==> config.mk <==
export PLATFORM = sky130hd
export DESIGN_NAME = writeback_arbiter
export DESIGN_NICKNAME = d
export VERILOG_FILES = /design/src/rtl/wb_pkg.sv /design/src/rtl/wb_fifo.sv /design/src/rtl/writeback_arbiter.sv
export SDC_FILE = /design/constraint.sdc
export NUM_CORES = 1
export LEC_CHECK = 0
export ABC_CLOCK_PERIOD_IN_PS = 2400
export CORE_MARGIN = 1.5
export CORE_UTILIZATION = 49
export CTS_CLUSTER_SIZE = 24
export DETAILED_ROUTE_END_ITERATION = 8
export HOLD_SLACK_MARGIN = 0.06
export PLACE_DENSITY = 0.76
export SYNTH_ARGS = -nofsm -noshare
export SYNTH_HDL_FRONTEND = slang
export SYNTH_HIERARCHICAL = 1
export SYNTH_SLANG_ARGS = --single-unit
==> constraint.sdc <==
create_clock -name iCLK -period 2.4 [get_ports iCLK]
set_input_delay 0.6 -clock iCLK [delete_from_list [all_inputs] [get_ports iCLK]]
set_output_delay 0.6 -clock iCLK [all_outputs]
set_load 0.1 [all_outputs]
==> src/rtl/wb_pkg.sv <==
// Shared widths, arbiter state encoding and parameter defaults for the writeback path.
package wb_pkg;
  localparam int XLEN             = 32;
  localparam int REG_ADDR_W       = 5;
  localparam int FIFO_DEPTH_DEF   = 4;
  localparam int STARVE_LIMIT_DEF = 3;

  typedef enum logic {
    ALU_PRI   = 1'b0,
    LSU_FORCE = 1'b1
  } arb_state_e;
endpackage

==> src/rtl/wb_fifo.sv <==
// Load-writeback queue: circular buffer with occupancy count and a per-entry rd tap for hazard probing.
module wb_fifo #(
  parameter int DEPTH = 4,
  parameter int WIDTH = 37,
  parameter int TAP_W = 5
) (
  input  logic                          i_clk,
  input  logic                          i_rst_n,
  input  logic                          i_push,
  input  logic [WIDTH-1:0]              i_data,
  input  logic                          i_pop,
  output logic [WIDTH-1:0]              o_data,
  output logic                          o_full,
  output logic                          o_empty,
  output logic [$clog2(DEPTH):0]        o_count,
  output logic [DEPTH-1:0][TAP_W-1:0]   o_tap_rd,
  output logic [DEPTH-1:0]              o_tap_vld
);
  localparam int AW = $clog2(DEPTH);
  localparam int CW = AW + 1;

  logic [WIDTH-1:0] r_mem [DEPTH];
  logic [AW-1:0]    r_wr_ptr;
  logic [AW-1:0]    r_rd_ptr;
  logic [CW-1:0]    r_count;
  logic             w_push;
  logic             w_pop;

  assign o_full  = (r_count == CW'(DEPTH));
  assign o_empty = (r_count == '0);
  assign o_count = r_count;
  assign o_data  = r_mem[r_rd_ptr];
  assign w_push  = i_push && !o_full;
  assign w_pop   = i_pop && !o_empty;

  // Pointers are AW bits wide, so wrap modulo DEPTH falls out of the arithmetic.
  always_ff @(posedge i_clk or negedge i_rst_n) begin
    if (!i_rst_n) begin
      r_wr_ptr <= '0;
      r_rd_ptr <= '0;
      r_count  <= '0;
    end else begin
      if (w_push) r_wr_ptr <= r_wr_ptr + 1'b1;
      if (w_pop)  r_rd_ptr <= r_rd_ptr + 1'b1;
      case ({w_push, w_pop})
        2'b10:   r_count <= r_count + 1'b1;
        2'b01:   r_count <= r_count - 1'b1;
        default: r_count <= r_count;
      endcase
    end
  end

  always_ff @(posedge i_clk) begin
    if (w_push) r_mem[r_wr_ptr] <= i_data;
  end

  // An entry is live when its distance from the read pointer is below the occupancy.
  for (genvar g = 0; g < DEPTH; g++) begin : g_tap
    logic [AW-1:0] w_off;
    assign w_off        = AW'(g) - r_rd_ptr;
    assign o_tap_vld[g] = ({1'b0, w_off} < r_count);
    assign o_tap_rd[g]  = r_mem[g][WIDTH-1 -: TAP_W];
  end
endmodule

==> src/rtl/writeback_arbiter.sv <==
// Merges ALU and queued load writebacks onto one register-file write port, with
// starvation forcing for the load queue and source-register hazard probing.
//
//   state     | meaning
//   ----------+--------------------------------------------------------------
//   ALU_PRI   | ALU request wins; queue head drains when the ALU is idle
//   LSU_FORCE | ALU stalled for one cycle while the queue head is committed
module writeback_arbiter
  import wb_pkg::*;
#(
  parameter int FIFO_DEPTH   = FIFO_DEPTH_DEF,
  parameter int STARVE_LIMIT = STARVE_LIMIT_DEF
) (
  input  logic                  iCLK,
  input  logic                  iRST,
  input  logic                  iALU_VALID,
  input  logic [REG_ADDR_W-1:0] iALU_RD,
  input  logic [XLEN-1:0]       iALU_DATA,
  output logic                  oALU_READY,
  input  logic                  iLSU_VALID,
  input  logic [REG_ADDR_W-1:0] iLSU_RD,
  input  logic [XLEN-1:0]       iLSU_DATA,
  output logic                  oLSU_READY,
  output logic                  oWB_WE,
  output logic [REG_ADDR_W-1:0] oWB_RD,
  output logic [XLEN-1:0]       oWB_DATA,
  input  logic [REG_ADDR_W-1:0] iRS1,
  input  logic [REG_ADDR_W-1:0] iRS2,
  output logic                  oRS1_PENDING,
  output logic                  oRS2_PENDING
);
  localparam int ENTRY_W = REG_ADDR_W + XLEN;
  localparam int CNT_W   = $clog2(STARVE_LIMIT + 1);
  localparam int QCNT_W  = $clog2(FIFO_DEPTH) + 1;

  arb_state_e                            r_state;
  arb_state_e                            w_state_nxt;
  logic [CNT_W-1:0]                      r_starve_cnt;
  logic [CNT_W-1:0]                      w_cnt_nxt;
  logic                                  w_alu_grant;
  logic                                  w_pop;
  logic                                  w_push;
  logic                                  w_full;
  logic                                  w_empty;
  logic [QCNT_W-1:0]                     w_count;
  logic                                  w_q_busy;
  logic [ENTRY_W-1:0]                    w_head;
  logic [FIFO_DEPTH-1:0][REG_ADDR_W-1:0] w_tap_rd;
  logic [FIFO_DEPTH-1:0]                 w_tap_vld;
  logic                                  w_sel_v;
  logic [REG_ADDR_W-1:0]                 w_sel_rd;
  logic [XLEN-1:0]                       w_sel_data;
  logic                                  r_wb_we;
  logic [REG_ADDR_W-1:0]                 r_wb_rd;
  logic [XLEN-1:0]                       r_wb_data;

  // rd = 0 loads are accepted but never occupy a slot.
  assign w_push     = iLSU_VALID && !w_full && (iLSU_RD != '0);
  assign oLSU_READY = !w_full;
  assign w_q_busy   = (w_count != '0);

  wb_fifo #(
    .DEPTH (FIFO_DEPTH),
    .WIDTH (ENTRY_W),
    .TAP_W (REG_ADDR_W)
  ) u_fifo (
    .i_clk     (iCLK),
    .i_rst_n   (iRST),
    .i_push    (w_push),
    .i_data    ({iLSU_RD, iLSU_DATA}),
    .i_pop     (w_pop),
    .o_data    (w_head),
    .o_full    (w_full),
    .o_empty   (w_empty),
    .o_count   (w_count),
    .o_tap_rd  (w_tap_rd),
    .o_tap_vld (w_tap_vld)
  );

  always_ff @(posedge iCLK or negedge iRST) begin
    if (!iRST) begin
      r_state      <= ALU_PRI;
      r_starve_cnt <= '0;
    end else begin
      r_state      <= w_state_nxt;
      r_starve_cnt <= w_cnt_nxt;
    end
  end

  always_comb begin
    w_state_nxt = r_state;
    oALU_READY  = 1'b1;
    w_alu_grant = 1'b0;
    w_pop       = 1'b0;
    case (r_state)
      ALU_PRI: begin
        if (iALU_VALID) w_alu_grant = 1'b1;
        else if (!w_empty) w_pop = 1'b1;
      end
      LSU_FORCE: begin
        oALU_READY  = 1'b0;
        w_pop       = !w_empty;
        w_state_nxt = ALU_PRI;
      end
      default: w_state_nxt = ALU_PRI;
    endcase

    if (w_pop || !w_q_busy) w_cnt_nxt = '0;
    else if (w_alu_grant)   w_cnt_nxt = r_starve_cnt + 1'b1;
    else                    w_cnt_nxt = r_starve_cnt;

    if (r_state == ALU_PRI && w_cnt_nxt == CNT_W'(STARVE_LIMIT)) w_state_nxt = LSU_FORCE;
  end

  assign w_sel_v    = w_alu_grant || w_pop;
  assign w_sel_rd   = w_alu_grant ? iALU_RD   : w_head[ENTRY_W-1 -: REG_ADDR_W];
  assign w_sel_data = w_alu_grant ? iALU_DATA : w_head[XLEN-1:0];

  always_ff @(posedge iCLK or negedge iRST) begin
    if (!iRST) begin
      r_wb_we   <= 1'b0;
      r_wb_rd   <= '0;
      r_wb_data <= '0;
    end else begin
      r_wb_we <= w_sel_v && (w_sel_rd != '0);
      if (w_sel_v) begin
        r_wb_rd   <= w_sel_rd;
        r_wb_data <= w_sel_data;
      end
    end
  end

  assign oWB_WE   = r_wb_we;
  assign oWB_RD   = r_wb_rd;
  assign oWB_DATA = r_wb_data;

  // A register stays pending through the cycle its write is on the port.
  always_comb begin
    oRS1_PENDING = 1'b0;
    oRS2_PENDING = 1'b0;
    if (iRS1 != '0 && r_wb_we && r_wb_rd == iRS1) oRS1_PENDING = 1'b1;
    if (iRS2 != '0 && r_wb_we && r_wb_rd == iRS2) oRS2_PENDING = 1'b1;
    for (int i = 0; i < FIFO_DEPTH; i++) begin
      if (iRS1 != '0 && w_tap_vld[i] && w_tap_rd[i] == iRS1) oRS1_PENDING = 1'b1;
      if (iRS2 != '0 && w_tap_vld[i] && w_tap_rd[i] == iRS2) oRS2_PENDING = 1'b1;
    end
  end
endmodule
Word-level counts from Yosys, hierarchy flattened
Memories as Yosys holds them, arrays and structs flattened.
Index checks and enable logic that the tools add are counted.

word-level totals
  word-level logic and storage cells = 99
  output and inout bits = 42
  latch bits = 0
  bits in writable memories = 148
  ROM bits = 0
  bits of input ports = 88
  memories = 1
  register bits after elaboration = 48

memories
  name          depth  width  rd ports  clocked after Yosys merged registers in  write ports  line           source
  u_fifo.r_mem  4      37     5         0                                        1            wb_fifo.sv:22  logic [WIDTH-1:0] r_mem [DEPTH];

cells by class
  $add $sub $neg = 9
  multiply operators = 0
  divide/modulo/power cells = 0
  bitwise operators = 1
  shifts and indexed selects = 0
  eq/ne operators = 14
  reductions and logical operators = 38
  order comparisons = 4
  muxes and demuxes = 24

operators by type and width
  cell                                              count
  == test 5 bit                                     10
  two-way mux 32 bit                                1
  logical AND 1 bit                                 26
  nonzero test 5 bit                                4
  two-way mux 1 bit                                 18
  < comparator 2 x 3 -> 1 bit                       4
  adder 2 x 1 -> 2 bit, second input constant       3
  one-hot mux 3 bit (2 select lines)                1
  two-way mux 5 bit                                 1
  == test 2 bit, second input constant              2
  two-way mux 2 bit                                 2
  subtractor 1 x 2 -> 2 bit, first input constant   2
  subtractor 2 bit, first input constant            2
  adder 3 x 1 -> 3 bit, second input constant       1
  == test 3 bit, second input constant              1
  logical NOT 1 bit                                 3
  logical NOT 3 bit                                 1
  nonzero test 3 bit                                1
  subtractor 3 x 1 -> 3 bit, second input constant  1
  == test 2 x 1 -> 1 bit, second input constant     1
  logical OR 1 bit                                  2
  one-hot mux 1 bit (2 select lines)                1
  nonzero test 2 bit                                1
  inverter 1 bit                                    1

Logic depth before layout (Yosys ltp)
Gate-level depths: netlist of run 1.

  word-level depth = 9
  depth in mapped cells = 13
  depth with buffers taken out = 12

Modules after synthesis
The synthesis of run 1 kept the hierarchy.

modules (own cells, without submodules)
  module             instances  seq. area each (sq um)  area each (sq um)  cells an instance
  wb_fifo            1          4619.4                  6030.8             271
  writeback_arbiter  1          1026.0                  2598.7             277

Least setup slack after synthesis of run 1
Ideal clock, no wire load.

  kind = reg-to-output
  start = register u_fifo.r_rd_ptr[1]
  end = output oRS1_PENDING
  buffers on the path = 1
  data required time = 1800 ps
  arrival time = 2361 ps
  setup slack = -561 ps
  cell stages (with the launch flop) = 10
  cell sequence = dfrtp_1 -> buf_1 -> xor2_1 -> inv_1 -> ha_1 -> a21oi_1 -> or2_1 -> nand3_1 -> nand3_1 -> o22a_1

between the ends
  elaborated cells between the ends (all ways) = 20
  classes of those cells = 4 x add/sub; 4 x order compare; 4 x mux; 8 x reduce/logical

RTL lines
  item                            line                      source
  start: declaration              wb_fifo.sv:24             logic [AW-1:0] r_rd_ptr;
  start signal: assignment        wb_fifo.sv:44             if (w_pop) r_rd_ptr <= r_rd_ptr + 1'b1;
  subtractor 2 bit                wb_fifo.sv:60             assign w_off = AW'(g) - r_rd_ptr;
  < comparator 2 x 3 -> 1 bit     wb_fifo.sv:61             assign o_tap_vld[g] = ({1'b0, w_off} < r_count);
  net w_tap_vld[2]                writeback_arbiter.sv:49   logic [FIFO_DEPTH-1:0] w_tap_vld;
  logical AND 1 bit (2 in a row)  writeback_arbiter.sv:144  if (iRS1 != '0 && w_tap_vld[i] && w_tap_rd[i] == iRS1) oRS1_PENDING = 1'b1;
  two-way mux 1 bit (2 in a row)  writeback_arbiter.sv:144
  end: declaration                writeback_arbiter.sv:29   output logic oRS1_PENDING,

The timed path passes the listed nets, and every way through them passes these cells.

Final worst setup path of run 1
  start = register u_fifo.r_rd_ptr[1]
  end = output oRS2_PENDING

between the ends
  word-level cells in the longest chain between the ends = 8
  elaborated cells between the ends (all ways) = 20
  classes of those cells = 4 x add/sub; 4 x order compare; 4 x mux; 8 x reduce/logical

ends and longest elaborated chain
  item                            line                      source
  subtractor 1 x 2 -> 2 bit       wb_fifo.sv:60
  < comparator 2 x 3 -> 1 bit     wb_fifo.sv:61
  net w_tap_vld[0]                writeback_arbiter.sv:49
  logical AND 1 bit (2 in a row)  writeback_arbiter.sv:145  if (iRS2 != '0 && w_tap_vld[i] && w_tap_rd[i] == iRS2) oRS2_PENDING = 1'b1;
  two-way mux 1 bit (4 in a row)  writeback_arbiter.sv:145
  end: declaration                writeback_arbiter.sv:30   output logic oRS2_PENDING

The timed path passes the listed nets, and every way through them passes these cells.

==> results of run 1 <==
critical path, cell delays in order, from the launching register on:
cell and delay [ps]:
dfrtp_2 430, xor2_2 190, buf_4 150, ha_4 260, a21oi_2 40, or2_4 270, nand3_1 90, nand3_2 80
o22a_4 260, buf_12 160
repair_timing:
action	CTS	global route
gates resized for setup	6	12
setup endpoints to repair	3	4
pin swaps	5	11
hold buffers	0	0
gates cloned	0	0
buffers inserted	1	1
where the power goes:
group / leakage [nW] / internal [mW] / total, mW / switching (mW)
logic: 1.81 / 2.45 / 6.90 / 4.45
registers: 1.92 / 4.58 / 5.02 / 0.434
clock network: 0.279 / 1.55 / 2.73 / 1.18
total: 4.01 / 8.59 / 14.7 / 6.07
area by class of cell:
type	count	area, um^2	share of cell area (%)
clock buffers	18	439	4.04
clock inverters	13	131	1.21
inverters	11	41.3	0.379
multi-input cells	287	2690	24.7
flip-flops and latches	196	5650	51.9
well taps	225	282	2.59
repair buffers	172	1640	15.1
registers in the layout, indices dropped and copies added (netlist names):
register	count
u_fifo/r_mem	148
oWB_DATA	32
oWB_RD	5
u_fifo/o_count	3
r_starve_cnt	2
u_fifo/r_rd_ptr	2
u_fifo/r_wr_ptr	2
oWB_WE	1
r_state	1
metal layers:
layer / part of all wire (%) / vias up / wire length (um) / global-route usage (%)
met5: 0 / - / 0 / 0
met1: 40 / 2500 / 7130 / 24.1
li1: - / 2290 / - / -
met2: 53 / 139 / 9440 / 36.5
met4: 2.4 / 0 / 439 / 8.78
met3: 5.2 / 37 / 936 / 4.75
final timing paths:
| kind | to | slack [ps] | from | cells after the start |
|---|---|---|---|---|
| hold / removal | oWB_RD[1] | 140 | iRST | 1 |
| min in group iCLK | r_starve_cnt[1] | 550 | r_starve_cnt[1] | 2 |
| max in group asynchronous | oWB_DATA[20] | 1690 | iRST | 2 |
| hold reg to reg | r_starve_cnt[1] | 550 | r_starve_cnt[1] | 2 |
| setup reg to reg | u_fifo/o_count[2] | 110 | u_fifo/o_count[1] | 12 |
| setup / recovery | oRS2_PENDING | -560 | u_fifo/r_rd_ptr[1] | 9 |
cell usage in the layout, fill, tap and decap left out, types with 3 or more instances in the layout:
cell type,n
dlygate4sd2_1,3
dfrtp_2,5
xor2_1,43
buf_4,73
nor2_1,5
or4_1,4
nand3_1,8
buf_12,11
nand2_1,45
mux4_2,37
nor4_1,9
a21oi_1,4
o21ai_0,37
edfxtp_1,148
clkinv_2,4
and3_2,4
nand2b_1,3
ha_1,7
nand3_2,5
dfrtp_1,43
inv_2,4
inv_1,7
mux2i_1,37
clkdlybuf4s50_1,82
xnor2_1,13
clkbuf_16,17
stage by stage:
stage	instance area (um^2)	TNS, ps	hold WS [ps]	util, %	power, mW
after CTS	10800	-1070	146	62.7	14.6
after detailed placement	10200	-21020	536	59.4	11.8
after floorplan	8680	-7880	304	-	10.0
after global placement	10200	-19750	516	59.4	11.7
final	10900	-1080	144	63.1	14.7
after global routing	10900	-1290	168	63.1	15.3
kinds of logic after synthesis:
| logic type | after synthesis | synth area share (%) |
|---|---|---|
| compound gates | 51 | 3.22 |
| buf+inv | 65 | 4.57 |
| fa+ha+maj | 10 | 1.54 |
| flops | 196 | 65.4 |
| xor+xnor | 57 | 5.79 |
| simple gates | 94 | 5.35 |
| mux | 75 | 14.1 |
==> impl_metrics.ini, run 1 <==
[outcome]
status = complete, but fails checks
violations = setup timing

[sta]
fmax_mhz = 338
finalSetupViolations = 2
finalHoldViolations = 0
slew-limit-headroom_pct = 51.9
finalMaxSlewViolations = 0
period_share_pct = 123
grt_setup_unrepaired = yes
worst_slew_pin_slew_ps = 722
finClkSkew_ps = 7.67
layout_setup_ws_ps = -556
fin_crit_ps = 2960

[floorplan]
ios = 130
fp.dieArea_um2 = 18400
start_util_pct = 50.1
core_um2 = 17200
die_w_um = 136
die_y_um = 136
num_rows = 48

[clocking]
clock_path_buffers = 2
clk_latency_ps = 430
numCtsBuffers = 17
clk_pin_slew_ps = 70
ctsRootBufferMaster = clkbuf_16
cts.sinks = 196
cts_max_level = 4
cts_tree = done

[routing]
first_pass_iters = 6
route.detailed.wl_per_inst_um = 19.5
vias = 4966
totalWireLength_um = 17900
viasPerCell = 5.39
drt_iter0_drc = 224
detail-route-antenna-nets = 0
drc_errors = 0

[worst_setup_path]
startpoint_type = register
critPathArrivalTime_ps = 2360
path_max_fanout = 3
cp-end-kind = primary output
required_ps = 1800
critPathKind = reg -> out

[logic_synthesis]
synth_nets = 646
postSynthAreaPerCell_um2 = 15.7
synth_area_leader_cell = edfxtp_1
async_flop_share_pct = 24.5
synth.distinct_cells = 38
postSynthCellCount = 548
ys_ff_latch = 196
synth_edf_count = 148
synth_top_cell_area_share_pct = 51.5
yosys-top-cells-count = edfxtp_1, dfrtp_1, nand2_1, xor2_1, o21ai_0
syn-cell-area_um2 = 8630
ys.flop_type = edfxtp_1
yosysWarningCount = 6
yosysMostFrequentCell = edfxtp_1
seq_area_frac_synth_pct = 65.4
netlist_top_cells_area = edfxtp_1, dfrtp_1, mux4_2

[power_and_ir_drop]
p_leak_nw = 4.01
p_per_area_nw_per_um2 = 1350
irDropWorstVdd_mv = 1.23

[global_route]
track_usage_pct = 20.6
grt_pass1_wl_um = 27800
grt_pass1_vias = 5263
grt_remaining_overflow = 0
grt_max_degree = 79
antenna_found_initial = 0

[run]
drv_cap = 0

[layout]
layout-drive-gt1-share_pct = 27.0
n_antenna_cell = 0
fillerInstances = 1259
final_cells = 922
nNetsFinal = 783
syn_to_final_growth_pct = 26.1

[place]
dp_hpwl_um = 12300
io_buffers = 129
gp_congestion = 0.919
dpl_worst_slack_ps = -503
dp.cells = 889

[min_path]
min_path_type = in -> async
Note: power is estimated with default switching activity, not from simulation.
==> inputs of run 2 (changes only) <==
--- a/config.mk
+++ b/config.mk
@@ -6,12 +6,15 @@
 export NUM_CORES = 1
 export LEC_CHECK = 0
 export ABC_CLOCK_PERIOD_IN_PS = 2400
+export CAP_MARGIN = 20
 export CORE_MARGIN = 1.5
-export CORE_UTILIZATION = 49
+export CORE_UTILIZATION = 57
 export CTS_CLUSTER_SIZE = 24
 export DETAILED_ROUTE_END_ITERATION = 8
+export DONT_BUFFER_PORTS = 1
 export HOLD_SLACK_MARGIN = 0.06
-export PLACE_DENSITY = 0.76
+export PLACE_DENSITY = 0.75
+export SKIP_CTS_REPAIR_TIMING = 1
 export SYNTH_ARGS = -nofsm -noshare
 export SYNTH_HDL_FRONTEND = slang
 export SYNTH_HIERARCHICAL = 1
==> run 2 against run 1 <==
Against the previous run:
- largest power group unchanged
- worst hold slack better by 120 ps
- critical path depth unchanged
- cell area down 11%
- the run ends with DRC, setup timing left
- critical path type unchanged
- via count down 9.5%
- largest cell class unchanged
==> impl_metrics.ini, run 2 (synthesis gave the netlist of run 1 again) <==
[floorplan]
ios = 130
core_um2 = 14600
num_rows = 44
start_util_pct = 58.9
fp.dieArea_um2 = 15900
die_w_um = 126
die_y_um = 126

[power_and_ir_drop]
p_per_area_nw_per_um2 = 1450
total_power_mw = 14.0
irDropWorstVdd_mv = 0.814
p_leak_nw = 3.54

[layout]
syn_to_final_growth_pct = 12.6
regMostFlops = u_fifo/r_mem
seq_area_um2 = 5650
n_antenna_cell = 0
final_util_pct = 66.3
final_area_um2 = 9710
fillerInstances = 1029
layout_common_cells = edfxtp_1, buf_4, nand2_1
nNetsFinal = 677
multi_input_area_um2 = 2660
final_common_cell = edfxtp_1
largest_reg_flops = 148
layout-drive-gt1-share_pct = 27.2

[worst_setup_path]
critPathKind = reg -> out
required_ps = 1800
cp-end-kind = primary output
critPathBufInv = 2
r2r-start = u_fifo/o_count[0]
critPathArrivalTime_ps = 2220
crit_start = u_fifo/r_rd_ptr[1]
reg2reg_depth = 12
critPathMaxStageDelay_ps = 430
path_max_fanout = 3
cp_cell_sequence = xor2_2 > inv_1 > ha_1 > a21oi_2 > or2_4 > nand3_2 > nand3_2 > o22a_2 > buf_12
cp_top_family = flip-flops
critical-path-slowest-cell = dfrtp_2
path_common_cell = nand3_2
worstSetupPathDepth = 9
startpoint_type = register

[global_route]
grt_remaining_overflow = 0
grt_max_degree = 79
antenna_found_initial = 0
grt_pass1_vias = 4808
grt_pass1_wl_um = 26100
track_usage_pct = 22.1

[sta]
grt_setup_unrepaired = yes
layout_setup_ws_ps = -422
slew-limit-headroom_pct = 51.9
finalHoldViolations = 0
finalSetupViolations = 2
finClkSkew_ps = 12.6
period_share_pct = 118
fmax_mhz = 354
worst_slew_pin_slew_ps = 721
finalMaxSlewViolations = 0
fin_crit_ps = 2820

[routing]
detail-route-antenna-nets = 0
totalWireLength_um = 16600
vias = 4494
viasPerCell = 5.79
drt_iter0_drc = 292
first_pass_iters = 8
route.detailed.wl_per_inst_um = 21.4
drc_errors = 10

[place]
postPlaceCellArea_um2 = 9060
io_buffers = 0
gp_congestion = 0.854
dp_hpwl_um = 11200

[min_path]
hp-start = iLSU_DATA[22]
min_path_type = in -> reg
holdPathStages = 0

[clocking]
cts_tree = done
cts.sinks = 196
numCtsBuffers = 17
ctsRootBufferMaster = clkbuf_16
clk_pin_slew_ps = 70
clk_latency_ps = 430
clock_path_buffers = 2
cts_max_level = 4

[run]
drv_cap = 0

[outcome]
status = complete, but fails checks
violations = DRC, setup timing
-- run 2: worst register-to-register path, cell delays in order (launching register included) --
cell and delay, ps:
dfrtp_1 380, or3b_4 430, inv_2 80, clkinvlp_4 70
o311a_1 130, and2_4 150, inv_2 50, ha_4 120
inv_2 30, fa_2 320, xor2_1 140, nor2_1 110
xor2_1 150
-- run 2: power by group --
part           internal [mW]  switching, mW  total, mW
registers               4.58          0.352       4.93
clock network           1.53           1.16       2.69
logic                   2.12           4.30       6.42
-- run 2: final cells by class --
type,instances,share of cell area (%)
sequential,196,58.2
multi-input combinational,287,27.4
timing repair buffer,66,5.76
clock buffer,18,4.42
tap,184,2.37
clock inverter,14,1.40
inverter,11,0.464
-- run 2: worst paths after layout --
| path | slack (ps) | endpoint |
|---|---|---|
| max | -420 | oRS1_PENDING |
| min | 260 | u_fifo/r_mem[0][22] |
| max reg2reg | 130 | u_fifo/o_count[2] |
| min reg2reg | 560 | r_state |
| max in group asynchronous | 1440 | u_fifo/r_rd_ptr[0] |
| min in group asynchronous | 710 | oWB_DATA[6] |
-- run 2: per-stage QoR --
stage                     setup WS, ps  hold WS [ps]  TNS, ps  instances
after floorplan                   -451           304    -7880        548
final                             -422           264     -838        776
after CTS                         -478          -154     -909        773
after detailed placement          -102           306     -107        741
after global placement           -64.6           306    -64.6        741
after global routing              -508           240    -1010        776
-- run 2: per-layer routing --
metal	track usage (%)	up-vias	part of all wire, %
met1	26.7	2258	40
met3	7.31	13	7.7
li1	-	2080	-
met4	6.49	0	0.98
met2	38.2	143	52
met5	0	-	0
==> inputs of run 3 (changes only) <==
--- a/config.mk
+++ b/config.mk
@@ -5,15 +5,15 @@
 export SDC_FILE = /design/constraint.sdc
 export NUM_CORES = 1
 export LEC_CHECK = 0
-export ABC_CLOCK_PERIOD_IN_PS = 2400
+export ABC_CLOCK_PERIOD_IN_PS = 2600
 export CAP_MARGIN = 20
 export CORE_MARGIN = 1.5
-export CORE_UTILIZATION = 57
+export CORE_UTILIZATION = 63
 export CTS_CLUSTER_SIZE = 24
 export DETAILED_ROUTE_END_ITERATION = 8
 export DONT_BUFFER_PORTS = 1
 export HOLD_SLACK_MARGIN = 0.06
-export PLACE_DENSITY = 0.75
+export PLACE_DENSITY = 0.79
 export SKIP_CTS_REPAIR_TIMING = 1
 export SYNTH_ARGS = -nofsm -noshare
 export SYNTH_HDL_FRONTEND = slang
==> constraint.sdc (replaced) <==
create_clock -name iCLK -period 2.6 [get_ports iCLK]
set_input_delay 0.65 -clock iCLK [delete_from_list [all_inputs] [get_ports iCLK]]
set_output_delay 0.65 -clock iCLK [all_outputs]
set_load 0.1 [all_outputs]
==> run 3 against run 2 <==
Against the previous run:
- the run ends with setup timing left
- clock power decreased by 7.8%
- count of clock-buffer cells in the layout decreased by 1
- critical path depth unchanged
- first-iteration DRC count increased by 72%
- flip-flop and latch count unchanged
- critical path type unchanged
- sequential power decreased by 3%
- combinational power decreased by 12%
- highest routed layer unchanged
- wire length increased by 1.8%
- die area decreased by 9.3%
- worst hold slack got worse by 190 ps
- cell area decreased by 1.1%
- utilization increased by 5.9 points
==> impl_metrics.ini, run 3 (synthesis gave the netlist of run 1 again) <==
[outcome]
status = complete, but fails checks
violations = setup timing

[worst_setup_path]
startpoint_type = register
path_max_fanout = 2
critical-path-slowest-cell = dfrtp_2
critPathMaxStageDelay_ps = 420
critPathArrivalTime_ps = 2240
cp_top_family = flip-flops
critPathBufInv = 2
path_common_cell = nand3_1
cp_cell_sequence = xor2_2 > inv_1 > ha_1 > a21oi_1 > or2_1 > nand3_1 > nand3_1 > o22a_2 > buf_12
cp-end-kind = primary output
critPathKind = reg -> out
required_ps = 1950

[global_route]
track_usage_pct = 25.1
grt_remaining_overflow = 0
grt_max_degree = 79
grt_pass1_vias = 4954
antenna_found_initial = 0
grt_pass1_wl_um = 26500

[layout]
n_antenna_cell = 0
final_util_pct = 72.2
nNetsFinal = 669
final_common_cell = edfxtp_1
layout_common_cells = edfxtp_1, buf_4, nand2_1, dfrtp_1, xor2_1
multi_input_area_um2 = 2640
seq_area_um2 = 5650
fillerInstances = 817
final_cells = 760
layout-drive-gt1-share_pct = 26.0
regMostFlops = u_fifo/r_mem
largest_reg_flops = 148
syn_to_final_growth_pct = 11.3

[sta]
worst_slew_pin_slew_ps = 919
finalSetupViolations = 2
finalSetupTns_ps = -579
finalMaxSlewViolations = 0
fin_crit_ps = 2890
finalHoldViolations = 0
fmax_mhz = 346
slew-limit-headroom_pct = 38.7
grt_setup_unrepaired = yes
layout_setup_ws_ps = -293
period_share_pct = 111
finClkSkew_ps = 7.84

[power_and_ir_drop]
total_power_mw = 12.9
p_leak_nw = 3.48
irDropWorstVdd_mv = 0.860
p_per_area_nw_per_um2 = 1340

[clocking]
ctsRootBufferMaster = clkbuf_16
clk_latency_ps = 430
cts_max_level = 4
cts.sinks = 196
cts_tree = done
clk_pin_slew_ps = 70
clock_path_buffers = 2
numCtsBuffers = 17

[min_path]
min_path_type = in -> async

[routing]
drc_errors = 0
vias = 4622
drt_iter0_drc = 501
totalWireLength_um = 16900
first_pass_iters = 5
route.detailed.wl_per_inst_um = 22.2
viasPerCell = 6.08
detail-route-antenna-nets = 0

[floorplan]
start_util_pct = 64.9
fp.dieArea_um2 = 14400
ios = 130
num_rows = 42
core_um2 = 13300
die_y_um = 120
die_w_um = 120

[place]
dp.cells = 725
dp_hpwl_um = 11200
gp_congestion = 1.09
io_buffers = 0

[run]
drv_cap = 0
-- run 3: cell count changes in the layout (fill, tap and decap cells not counted), sizes merged --
cell and delta:
buf -7, clkbuf -1, clkinvlp +4, clkinv -7
bufinv -1, inv +5, dlygate4sd3 -1
-- run 3: layout make-up --
type	instances	share of cell area, %
Sequential cell	196	58.8
Multi-Input combinational cell	287	27.5
Timing Repair Buffer	58	5.00
Clock inverter	15	1.51
Inverter	11	0.469
Tap cell	176	2.29
Clock buffer	17	4.43
-- run 3: power breakdown --
group	internal (mW)	total, mW	switching [mW]
registers	4.22	4.79	0.566
clock network	1.34	2.48	1.14
logic	1.87	5.64	3.77
total	7.43	12.9	5.47
-- run 3: per-layer routing --
layer / GRT usage (%) / up-vias / wire length (um) / part of all wire [%]
met2: 41.6 / 176 / 8600 / 51
li1: - / 2062 / - / -
met4: 11.1 / 0 / 422 / 2.5
met5: 0 / - / 0 / 0
met3: 8.13 / 39 / 1370 / 8.1
met1: 30.3 / 2345 / 6480 / 38
-- run 3: metrics by stage --
| step | area [um^2] | hold slack (ps) | worst slack (ps) |
|---|---|---|---|
| final | 9610 | 75.1 | -293 |
| after global routing | 9610 | 76.3 | -385 |
| after CTS | 9540 | -109 | -325 |
| after detailed placement | 8970 | 356 | 15.3 |
| after global placement | 8970 | 355 | 43.4 |
| after floorplan | 8670 | 354 | -251 |
-- run 3: path summary, 6_finish.rpt --
kind | cells past startpoint | start | end | slack, ps
max in group asynchronous | 1 | iRST | u_fifo/r_rd_ptr[0] | 2270
hold reg to reg | 2 | r_starve_cnt[1] | r_starve_cnt[1] | 570
setup / recovery | 9 | u_fifo/r_rd_ptr[0] | oRS1_PENDING | -290
hold / removal | 1 | iRST | oWB_DATA[5] | 80
min in group iCLK | 0 | iLSU_DATA[23] | u_fifo/r_mem[0][23] | 310
setup reg to reg | 12 | u_fifo/o_count[1] | u_fifo/o_count[2] | 240
